[config.mk]
export PLATFORM = sky130hd
export DESIGN_NAME = cache_mem_arbiter_flat
export DESIGN_NICKNAME = d
export VERILOG_FILES = /design/src/rtl/cache_mem_arbiter_if.sv /design/src/rtl/cache_mem_arbiter.sv /design/src/flat_wrapper.sv
export SDC_FILE = /design/constraint.sdc
export NUM_CORES = 1
export LEC_CHECK = 0
export CAP_MARGIN = 20
export CORE_AREA = 10 10 526 528
export CTS_CLUSTER_SIZE = 40
export DETAILED_ROUTE_END_ITERATION = 8
export DIE_AREA = 0 0 536 538
export GPL_ROUTABILITY_DRIVEN = 0
export SYNTH_ARGS = -nofsm -noshare
export SYNTH_HDL_FRONTEND = slang
export SYNTH_SLANG_ARGS = --single-unit
[constraint.sdc]
create_clock -name clk -period 3.3 [get_ports clk]
set_input_delay 0.495 -clock clk [delete_from_list [all_inputs] [get_ports clk]]
set_output_delay 0.495 -clock clk [all_outputs]
set_load 0.01 [all_outputs]
[src/rtl/cache_mem_arbiter_if.sv]
// rtl/cache_mem_arbiter_if.sv - cache miss ports and memory line port seen by the arbiter
interface cache_mem_arbiter_if #(
  parameter int ADDR_WIDTH = 32,
  parameter int LINE_WIDTH = 256
);
  logic                  i_read;
  logic [ADDR_WIDTH-1:0] i_addr;
  logic [LINE_WIDTH-1:0] i_rdata;
  logic                  i_resp;
  logic                  d_read;
  logic                  d_write;
  logic [ADDR_WIDTH-1:0] d_addr;
  logic [LINE_WIDTH-1:0] d_wdata;
  logic [LINE_WIDTH-1:0] d_rdata;
  logic                  d_resp;
  logic                  pmem_read;
  logic                  pmem_write;
  logic [ADDR_WIDTH-1:0] pmem_addr;
  logic [LINE_WIDTH-1:0] pmem_wdata;
  logic [LINE_WIDTH-1:0] pmem_rdata;
  logic                  pmem_resp;

  modport slave (
    input  i_read, i_addr, d_read, d_write, d_addr, d_wdata, pmem_rdata, pmem_resp,
    output i_rdata, i_resp, d_rdata, d_resp, pmem_read, pmem_write, pmem_addr, pmem_wdata
  );

  modport master (
    output i_read, i_addr, d_read, d_write, d_addr, d_wdata, pmem_rdata, pmem_resp,
    input  i_rdata, i_resp, d_rdata, d_resp, pmem_read, pmem_write, pmem_addr, pmem_wdata
  );
endinterface

[src/rtl/cache_mem_arbiter.sv]
// rtl/cache_mem_arbiter.sv - round-robin arbiter sharing one memory line port between icache and dcache
module cache_mem_arbiter #(
  parameter int ADDR_WIDTH = 32,
  parameter int LINE_WIDTH = 256
) (
  input logic              clk,
  input logic              rst,
  cache_mem_arbiter_if.slave bus
);
  typedef enum logic [1:0] {IDLE, I_BUSY, D_BUSY, RESP} state_t;

  state_t                state;
  logic                  last_d;
  logic                  rd_q;
  logic                  wr_q;
  logic                  i_resp_q;
  logic                  d_resp_q;
  logic [ADDR_WIDTH-1:0] addr_q;
  logic [LINE_WIDTH-1:0] wdata_q;
  logic [LINE_WIDTH-1:0] i_rdata_q;
  logic [LINE_WIDTH-1:0] d_rdata_q;
  logic                  d_req;
  logic                  pick_d;

  assign d_req  = bus.d_read | bus.d_write;
  // On a tie the side that did not win last time is served.
  assign pick_d = d_req & (~bus.i_read | ~last_d);

  always_ff @(posedge clk or negedge rst) begin
    if (!rst) begin
      state     <= IDLE;
      last_d    <= 1'b0;
      rd_q      <= 1'b0;
      wr_q      <= 1'b0;
      i_resp_q  <= 1'b0;
      d_resp_q  <= 1'b0;
      addr_q    <= '0;
      wdata_q   <= '0;
      i_rdata_q <= '0;
      d_rdata_q <= '0;
    end else begin
      case (state)
        IDLE: begin
          if (bus.i_read || d_req) begin
            last_d <= pick_d;
            if (pick_d) begin
              addr_q  <= bus.d_addr;
              wdata_q <= bus.d_wdata;
              wr_q    <= bus.d_write;
              rd_q    <= ~bus.d_write;
              state   <= D_BUSY;
            end else begin
              addr_q  <= bus.i_addr;
              wdata_q <= '0;
              wr_q    <= 1'b0;
              rd_q    <= 1'b1;
              state   <= I_BUSY;
            end
          end
        end
        I_BUSY, D_BUSY: begin
          if (bus.pmem_resp) begin
            rd_q  <= 1'b0;
            wr_q  <= 1'b0;
            state <= RESP;
            if (state == I_BUSY) begin
              i_rdata_q <= bus.pmem_rdata;
              i_resp_q  <= 1'b1;
            end else begin
              d_resp_q <= 1'b1;
              if (!wr_q) d_rdata_q <= bus.pmem_rdata;
            end
          end
        end
        RESP: begin
          i_resp_q <= 1'b0;
          d_resp_q <= 1'b0;
          state    <= IDLE;
        end
        default: state <= IDLE;
      endcase
    end
  end

  assign bus.pmem_read  = rd_q;
  assign bus.pmem_write = wr_q;
  assign bus.pmem_addr  = addr_q;
  assign bus.pmem_wdata = wdata_q;
  assign bus.i_rdata    = i_rdata_q;
  assign bus.i_resp     = i_resp_q;
  assign bus.d_rdata    = d_rdata_q;
  assign bus.d_resp     = d_resp_q;
endmodule

[src/flat_wrapper.sv]
// flat-port wrapper written by rule: the top's interface ports become plain ports
module cache_mem_arbiter_flat 
#(
  parameter int ADDR_WIDTH = 32,
  parameter int LINE_WIDTH = 256
)
  (clk, rst, bus_i_read, bus_i_addr, bus_d_read, bus_d_write, bus_d_addr, bus_d_wdata, bus_pmem_rdata, bus_pmem_resp, bus_i_rdata, bus_i_resp, bus_d_rdata, bus_d_resp, bus_pmem_read, bus_pmem_write, bus_pmem_addr, bus_pmem_wdata);
  cache_mem_arbiter_if #(.ADDR_WIDTH(ADDR_WIDTH), .LINE_WIDTH(LINE_WIDTH)) bus_i ();
  input logic clk;
  input logic rst;
  input wire logic [$bits(bus_i.i_read)-1:0] bus_i_read;
  input wire logic [$bits(bus_i.i_addr)-1:0] bus_i_addr;
  input wire logic [$bits(bus_i.d_read)-1:0] bus_d_read;
  input wire logic [$bits(bus_i.d_write)-1:0] bus_d_write;
  input wire logic [$bits(bus_i.d_addr)-1:0] bus_d_addr;
  input wire logic [$bits(bus_i.d_wdata)-1:0] bus_d_wdata;
  input wire logic [$bits(bus_i.pmem_rdata)-1:0] bus_pmem_rdata;
  input wire logic [$bits(bus_i.pmem_resp)-1:0] bus_pmem_resp;
  output wire logic [$bits(bus_i.i_rdata)-1:0] bus_i_rdata;
  output wire logic [$bits(bus_i.i_resp)-1:0] bus_i_resp;
  output wire logic [$bits(bus_i.d_rdata)-1:0] bus_d_rdata;
  output wire logic [$bits(bus_i.d_resp)-1:0] bus_d_resp;
  output wire logic [$bits(bus_i.pmem_read)-1:0] bus_pmem_read;
  output wire logic [$bits(bus_i.pmem_write)-1:0] bus_pmem_write;
  output wire logic [$bits(bus_i.pmem_addr)-1:0] bus_pmem_addr;
  output wire logic [$bits(bus_i.pmem_wdata)-1:0] bus_pmem_wdata;
  assign bus_i.i_read = bus_i_read;
  assign bus_i.i_addr = bus_i_addr;
  assign bus_i.d_read = bus_d_read;
  assign bus_i.d_write = bus_d_write;
  assign bus_i.d_addr = bus_d_addr;
  assign bus_i.d_wdata = bus_d_wdata;
  assign bus_i.pmem_rdata = bus_pmem_rdata;
  assign bus_i.pmem_resp = bus_pmem_resp;
  assign bus_i_rdata = bus_i.i_rdata;
  assign bus_i_resp = bus_i.i_resp;
  assign bus_d_rdata = bus_i.d_rdata;
  assign bus_d_resp = bus_i.d_resp;
  assign bus_pmem_read = bus_i.pmem_read;
  assign bus_pmem_write = bus_i.pmem_write;
  assign bus_pmem_addr = bus_i.pmem_addr;
  assign bus_pmem_wdata = bus_i.pmem_wdata;
  cache_mem_arbiter #(.ADDR_WIDTH(ADDR_WIDTH), .LINE_WIDTH(LINE_WIDTH)) u_core (.clk(clk), .rst(rst), .bus(bus_i));
endmodule
### Word-level counts from Yosys, hierarchy flattened

Index checks and enable logic that the tools add are counted.

* input bits: 582
* flip-flop bits (word level): 807

* bitwise logic cells: 8
* reduce and logical (&&, ||, !) cells: 12
* eq/ne operators: 7
* muxes and demuxes: 19

Operators by type and width (count)
* 256-bit 2-to-1 mux: 1
* 32-bit 2-to-1 mux: 1
* 3-bit AND reduction: 4
* 1-bit 2-to-1 mux: 9
* 1-bit case mux with 2 select lines: 4
* 2-bit 2-to-1 mux: 3
* 2-bit case mux with 3 select lines: 1
* 1-bit inverter: 5
* 2-bit == test, second input constant: 2
* 2-bit by 1-bit inequality test with 1-bit output, second input constant: 2
* 2-bit inequality test, second input constant: 2
* 2-bit AND reduction: 2
* 4-bit AND reduction: 1
* 2-bit nonzero test: 2
* 2-bit by 1-bit == test with 1-bit output, second input constant: 1
* 2-bit logical NOT: 1
* 1-bit OR: 2
* 2-bit OR reduction: 1
* 1-bit bitwise AND: 1
* 1-bit logical OR: 1

### Longest topological paths before layout

Gate-level depths: netlist of the first run.

* depth in word-level cells: 6
* mapped depth: 7
* depth with buffers taken out: 5

### Worst setup path before layout of the first run

Ideal clock, no wire load.

* path type: flip-flop to flip-flop
* start: register u_core.state[0]
* end: register u_core.d_rdata_q[115] (netlist: u_core.bus.d_rdata[115])
* path slack: 1384 ps
* arrival: 1791 ps
* buffers on the path: 2
* cell stages (with the launch flop): 8
* cell sequence: dfrtp_1 -> inv_1 -> ha_1 -> nand2_2 -> nor3_4 -> buf_12 -> buf_12 -> mux2_2

* longest elaborated chain between the ends: 3
* elaborated cells on any way between the ends: 5
* classes of those cells: 2 x eq/ne; 1 x bitwise; 2 x reduce/logical

RTL lines
* from (decl): RTL line cache_mem_arbiter.sv:12 `state_t state;`
* from (signal assigned): RTL line cache_mem_arbiter.sv:31 `state <= IDLE;`
* from (signal assigned): RTL line cache_mem_arbiter.sv:51 `state <= D_BUSY;`
* from (signal assigned): RTL line cache_mem_arbiter.sv:57 `state <= I_BUSY;`
* 2-bit == test or 2-bit by 1-bit == test with 1-bit output (tied branches): RTL line cache_mem_arbiter.sv:42, cache_mem_arbiter.sv:66
* 2-bit OR reduction or 1-bit inverter (tied branches)
* 4-bit AND reduction (no line) *
* to (signal assigned): RTL line cache_mem_arbiter.sv:71 `if (!wr_q) d_rdata_q <= bus.pmem_rdata;`
* to (decl): RTL line cache_mem_arbiter.sv:21 `logic [LINE_WIDTH-1:0] d_rdata_q;`

Every way passes the cells marked *; elsewhere a longest branch is shown, timed or not.
A chain may end at the register's enable or synchronous reset.

### Worst setup path in the final report of the first run

* start: register u_core.addr_q[16] (netlist: u_core.bus.pmem_addr[16])
* end: output port bus_pmem_addr[16]

RTL lines
* from (decl): RTL line cache_mem_arbiter.sv:18 `logic [ADDR_WIDTH-1:0] addr_q;`
* from (signal assigned): RTL line cache_mem_arbiter.sv:47 `addr_q <= bus.d_addr;`
* from (signal assigned): RTL line cache_mem_arbiter.sv:53 `addr_q <= bus.i_addr;`
* to (decl): RTL line flat_wrapper.sv:25 `output wire logic [$bits(bus_i.pmem_addr)-1:0] bus_pmem_addr;`

No word-level cell between the ends.

==> run_results.csv, run 1 <==
group,metric,value,unit
yosys,synth_common_cells,"dfrtp_1, mux2_2, a22o_1",
yosys,synth_mux_area_share,20.83,%
routing,drc,0,
sta,setup_slack,0.6514,ns
worst_hold_path,hold_depth,2,
critical_path,cp_num_buf_inv,1,
layout,design_area,51970,um^2
global_route,grt-ovfl-total,0,
routing,dr.first_iter.drc_count,1123,
sta,clock_skew,0.03228,ns
critical_path,path_max_fanout,2,
pwr,total_power,56.88,mW
sta,post-route-period-util,80.26,%
pwr,p_leak,20.86,nW
routing,top_layer,"met5",
worst_hold_path,hp-start,"bus_d_wdata[66]",
yosys,synth_xor_area_share,0,%
place,post-place-ws,0.5976,ns
yosys,synth_nets,2417,
critical_path,cp.required,2.80,ns
layout,layout-drive-gt1-share,21.48,%
global_route,grt_max_degree,103,
cts,cts_root_buf,"clkbuf_16",
sta,rsz0062_at_grt,"no",
yosys,synth-edff-count,0,
routing,met2WireLength,98100,um
cts,holdBufCountCts,1,
yosys,synth_area,30180,um^2
critical_path,crit_path_top_delay_cell,"clkdlybuf4s50_1",
layout,syn2layout_area_growth,72.19,%
yosys,ys_seq_area_share,66.91,%
die,die-area,288400,um^2
routing,wl,226800,um
yosys,synth_top_area_cell,"dfrtp_1",
yosys,yosysMostFrequentCell,"dfrtp_1",
yosys,yosysTopAreaCellShare,66.91,%
global_route,grt_pass1_wl,281700,um
die,num_io_pins,1386,
yosys,synth_area_per_cell,16.49,um^2
layout,fin_nets,3847,
yosys,ys_warn_count,0,
yosys,synth_simple_gate_area_share,0.5804,%
critical_path,crit_path_end_kind,"primary output",
layout,nFillCells,28590,
sta,fmax,377.6,MHz
critical_path,crit_cells,1,
die,dieHeight,538,um
layout,multi_input_area,9085,um^2
global_route,grt_pass1_vias,24325,
sta,setup_tns,0,ns
yosys,ys.flop_type,"dfrtp_1",
layout,register_area,20190,um^2
run_status,status,"finished, final reports clean",
routing,avgViaCountPerCell,3.398,
sta,hold_viol,0,
sta,maxSlewViolCount,0,
global_route,grt_usage,14.97,%
routing,ant_nets,0,
cts,h-tree-depth,3,
routing,wl_per_cell,32.71,um
critical_path,critPathMaxStageDelay,0.98,ns
cts,cts.sinks,807,
sta,setup_violations,0,
die,start_util,11.33,%
place,hpwl,197000,um
cts,cts.repair.resized,0,
critical_path,start_kind,"flop",
cts,post_cts_buffers,0,
critical_path,cp.arrival,2.15,ns
cts,tritoncts,"yes",
critical_path,critPathTopFamily,"buffers and inverters",
worst_hold_path,min_path_type,"input pin to flop",
yosys,syn_inst,1830,
yosys,synth_cell_type_count,34,
critical_path,rr_worst_depth,7,
sta,tightestPinTransition,0.7889,ns
cts,cts_made_buffers,102,
yosys,synth_async_sr_flop_share,100.0,%
sta,finalCriticalPeriod,2.649,ns
sta,slew_headroom,47.24,%
routing,vias,23564,
place,placed_cell_area,48480,um^2
critical_path,path_cells,"clkdlybuf4s50_1",
die,core,266500,um^2
cts,cts.clk_slew.worst_paths,0.06,ns
job,cap_violations,0,
routing,dr_wl_met3,40120,um
pwr,ir_worst_vdd,0.0005756,V
yosys,synth_fa_ha_area_share,0.2073,%
cts,clockBufferDepth,4,
routing,wl_met1,78630,um
yosys,ys_top_cells_by_area,"dfrtp_1, mux2_2, a22o_1, mux2_4, buf_2",
die,rows,190,
cts,clk_latency,0.81,ns
yosys,synth_compound_area_share,8.378,%
global_route,antenna_found_initial,234,
yosys,synth_top_family_by_area,"multiplexers",
yosys,ys_ff_latch,807,
critical_path,critPathLaunch,"u_core.bus.pmem_addr[16]$_DFFE_PN0P_",
die,die-width,536,um
routing,detailedRoute.firstPassIterationCount,4,
critical_path,reg2reg_from,"u_core.state[0]$_DFFE_PN0P_",
critical_path,critPathKind,"flop to primary output",
pwr,powerDensity,1094,nW/um^2
place,port_buffers,1385,
-- state kept, by name, summed over array words and instances (netlist names) --
register	cells
u_core.bus.d_rdata	256
u_core.bus.i_resp	1
u_core.bus.pmem_read	1
u_core.last_d	1
u_core.bus.pmem_addr	32
u_core.bus.pmem_write	1
u_core.bus.d_resp	1
u_core.bus.pmem_wdata	256
u_core.bus.i_rdata	256
u_core.state	2
-- layout by cell type, fill, tap and decap left out, drive strengths merged --
master	n
clkdlybuf4s50	1384
dfrtp	807
mux2	514
a22o	257
clkbuf	143
buf	63
diode	49
mux2i	35
nand2	33
o21ai	32
clkinv	19
inv	11
bufinv	6
ha	5
clkinvlp	4
o2bb2ai	3
a21oi	2
a21o	2
nor2	2
nor3	2
o31ai	2
a2bb2oi	1
nor2b	1
o41ai	1
nand2b	1
o22ai	1
a21boi	1
nand3	1
dlygate4sd3	1
-- report_power, final --
part           internal [mW]  switching (mW)
Sequential              14.7            2.84
Clock                   6.72            4.70
Combinational           14.0            13.9
Total                   35.4            21.4
-- kinds of logic (layout without fill, tap and decap cells) --
kind of cell | Yosys count | count (layout)
multiplexers | 549 | 549
adder cells (fa/ha/maj) | 5 | 5
AND/OR/NAND/NOR | 40 | 40
buffers and inverters | 127 | 1631
other | 0 | 49
flip-flops | 807 | 807
AO/OA/AOI/OAI | 302 | 302
-- final timing paths --
path | end | slack, ns
worst max-delay path | bus_pmem_addr[16] | 0.65
worst max register to register | u_core.bus.d_rdata[13]$_DFFE_PN0P_ | 0.79
worst min register to register | u_core.bus.pmem_addr[14]$_DFFE_PN0P_ | 0.48
min in group asynchronous | u_core.bus.i_rdata[133]$_DFFE_PN0P_ | 0.30
worst min-delay path | u_core.bus.pmem_wdata[66]$_DFFE_PN0P_ | 0.28
max in group asynchronous | u_core.bus.pmem_addr[28]$_DFFE_PN0P_ | 1.88
-- stage by stage --
stage | cells | utilization (%) | hold WS, ns
2_1_floorplan | 1830 | - | 0.1994
3_3_place_gp | 6707 | 18.19 | 0.4642
3_5_place_dp | 6707 | 18.19 | 0.4741
4_1_cts | 6886 | 19.46 | 0.1838
5_1_grt | 6898 | 19.47 | 0.2214
6_report | 6935 | 19.50 | 0.2757
-- worst register-to-register path, stage by stage (launching register included) --
cell and delay, ns:
dfrtp_1 0.40, inv_1 0.10, ha_1 0.47, nand2_2 0.11, nor3_4 0.16, buf_12 0.25
buf_12 0.41, mux2_2 0.48
-- per-layer routing --
layer / GRT usage, % / vias to the layer above
met3: 12.34 / 533
li1: - / 9691
met5: 0 / -
met4: 4.558 / 226
met2: 23.16 / 1471
met1: 15.19 / 11643
-- cell type report --
type	instances	area share, %
clock inverters	35	0.7608
multi-input cells	896	17.48
inverters	5	0.03611
clock buffers	143	5.708
diodes	49	0.2359
repair buffers	1448	28.37
flip-flops and latches	807	38.86
well taps	3552	8.551
(Power assumes the default switching activity.)
==> inputs of run 2 (changes only) <==
Clock period 3.3 ns to 2.4 ns, I/O delays scaled along.
==> run_results.csv, run 2 (synthesis results as in run 1) <==
group,metric,value,unit
run_status,status,"finished, final reports clean",
routing,vias,23694,
global_route,grt_pass1_wl,282800,um
routing,avgViaCountPerCell,3.405,
sta,finalCriticalPeriod,2.343,ns
critical_path,cp_num_buf_inv,1,
die,core,266500,um^2
layout,nFillCells,28646,
cts,tritoncts,"yes",
critical_path,r2r_slack,0.14,ns
layout,layout-drive-gt1-share,22.70,%
pwr,ir_worst_vdd,0.0007351,V
global_route,grt_pass1_vias,24484,
routing,wl,228800,um
cts,cts_root_buf,"clkbuf_16",
critical_path,critPathMaxStageDelay,0.82,ns
layout,syn2layout_area_growth,73.31,%
place,post-place-ws,-0.1113,ns
layout,register_area,20190,um^2
worst_hold_path,min_path_type,"input pin to flop",
routing,detailedRoute.firstPassIterationCount,5,
critical_path,path_max_fanout,2,
pwr,powerDensity,1502,nW/um^2
routing,ant_nets,0,
die,die-area,288400,um^2
sta,maxSlewViolCount,0,
sta,rsz0062_at_grt,"no",
global_route,grt_max_degree,101,
routing,wl_per_cell,32.88,um
pwr,total_power,78.57,mW
sta,setup_slack,0.05687,ns
die,num_io_pins,1386,
global_route,antenna_found_initial,231,
routing,drc,0,
sta,clock_skew,0.03971,ns
die,die-width,536,um
job,cap_violations,0,
cts,cts.sinks,807,
cts,clockBufferDepth,4,
cts,cts.clk_slew.worst_paths,0.06,ns
layout,fin_nets,3878,
cts,clk_latency,0.82,ns
cts,h-tree-depth,3,
critical_path,critPathTopFamily,"buffers and inverters",
die,start_util,11.33,%
layout,multi_input_area,9085,um^2
sta,setup_violations,0,
sta,hold_viol,0,
die,rows,190,
cts,cts_made_buffers,102,
layout,final_common_cell,"clkdlybuf4s50_1",
critical_path,cp.arrival,1.98,ns
sta,slew_headroom,35.79,%
global_route,grt_usage,15.06,%
critical_path,critPathKind,"flop to primary output",
place,port_buffers,1385,
critical_path,crit_path_end_kind,"primary output",
routing,dr.first_iter.drc_count,1164,
global_route,grt-ovfl-total,0,
sta,fmax,426.8,MHz
critical_path,path_cells,"clkdlybuf4s50_1",
critical_path,start_kind,"flop",
critical_path,crit_path_top_delay_cell,"clkdlybuf4s50_1",
layout,layout_common_cells,"clkdlybuf4s50_1, dfrtp_1, mux2_2",
sta,tightestPinTransition,0.9600,ns
sta,post-route-period-util,97.63,%
pwr,p_leak,21.69,nW
place,hpwl,199300,um
die,dieHeight,538,um
critical_path,cp.required,2.04,ns
run 2: layout make-up:
cell class                 count  share of cell area (%)
multi-input combinational    896                   17.37
inverter                       5                 0.03588
timing repair buffer        1479                   28.50
sequential                   807                   38.61
clock inverter                50                   1.339
antenna                       41                  0.1961
clock buffer                 129                   5.458
tap                         3552                   8.496
run 2: power breakdown:
group          total [mW]  switching (mW)  leakage, nW  internal [mW]
combinational        37.8            19.1         10.1           18.7
sequential           24.2            3.90         9.84           20.3
clock                16.6            6.70         1.74           9.93
total                78.6            29.7         21.7           48.9
run 2: path summary, 6_finish.rpt:
| path | startpoint | to | cells after the start |
|---|---|---|---|
| hold / removal | bus_d_wdata[58] | u_core.bus.pmem_wdata[58]$_DFFE_PN0P_ | 2 |
| setup reg to reg | u_core.state[0]$_DFFE_PN0P_ | u_core.bus.d_rdata[212]$_DFFE_PN0P_ | 7 |
| setup / recovery | u_core.bus.d_rdata[222]$_DFFE_PN0P_ | bus_d_rdata[222] | 1 |
| min in group asynchronous | rst | u_core.bus.i_rdata[86]$_DFFE_PN0P_ | 3 |
| max in group asynchronous | rst | u_core.bus.i_rdata[140]$_DFFE_PN0P_ | 4 |
| hold reg to reg | u_core.bus.d_rdata[34]$_DFFE_PN0P_ | u_core.bus.d_rdata[34]$_DFFE_PN0P_ | 1 |
run 2: repair_timing:
item                                    in CTS  in global routing
hold buffers                                 3                  0
resized for setup                          158                 11
endpoints found under the hold margin      308                  0
gates cloned                                 0                  0
setup buffers                                0                  0
endpoints found under the setup margin     158                 11
run 2: metal layers:
layer,up-vias,track usage [%],part of all wire (%)
li1,9734,-,-
met1,11755,15.59,35
met2,1459,22.98,43
met3,528,11.90,17
met4,218,5.284,4.4
met5,-,0,0.62
run 2: stage by stage:
| step | cells | hold slack, ns | TNS (ns) | utilization, % | cell area (um^2) |
|---|---|---|---|---|---|
| 2_1_floorplan | 1830 | 0.06441 | 0 | - | 30180 |
| 3_3_place_gp | 6736 | 0.3082 | -6.892 | 18.31 | 48790 |
| 3_5_place_dp | 6736 | 0.3137 | -10.01 | 18.31 | 48790 |
| 4_1_cts | 6918 | 0.04509 | 0 | 19.58 | 52180 |
| 5_1_grt | 6927 | 0.08599 | 0 | 19.60 | 52230 |
| 6_report | 6959 | 0.1413 | 0 | 19.63 | 52310 |
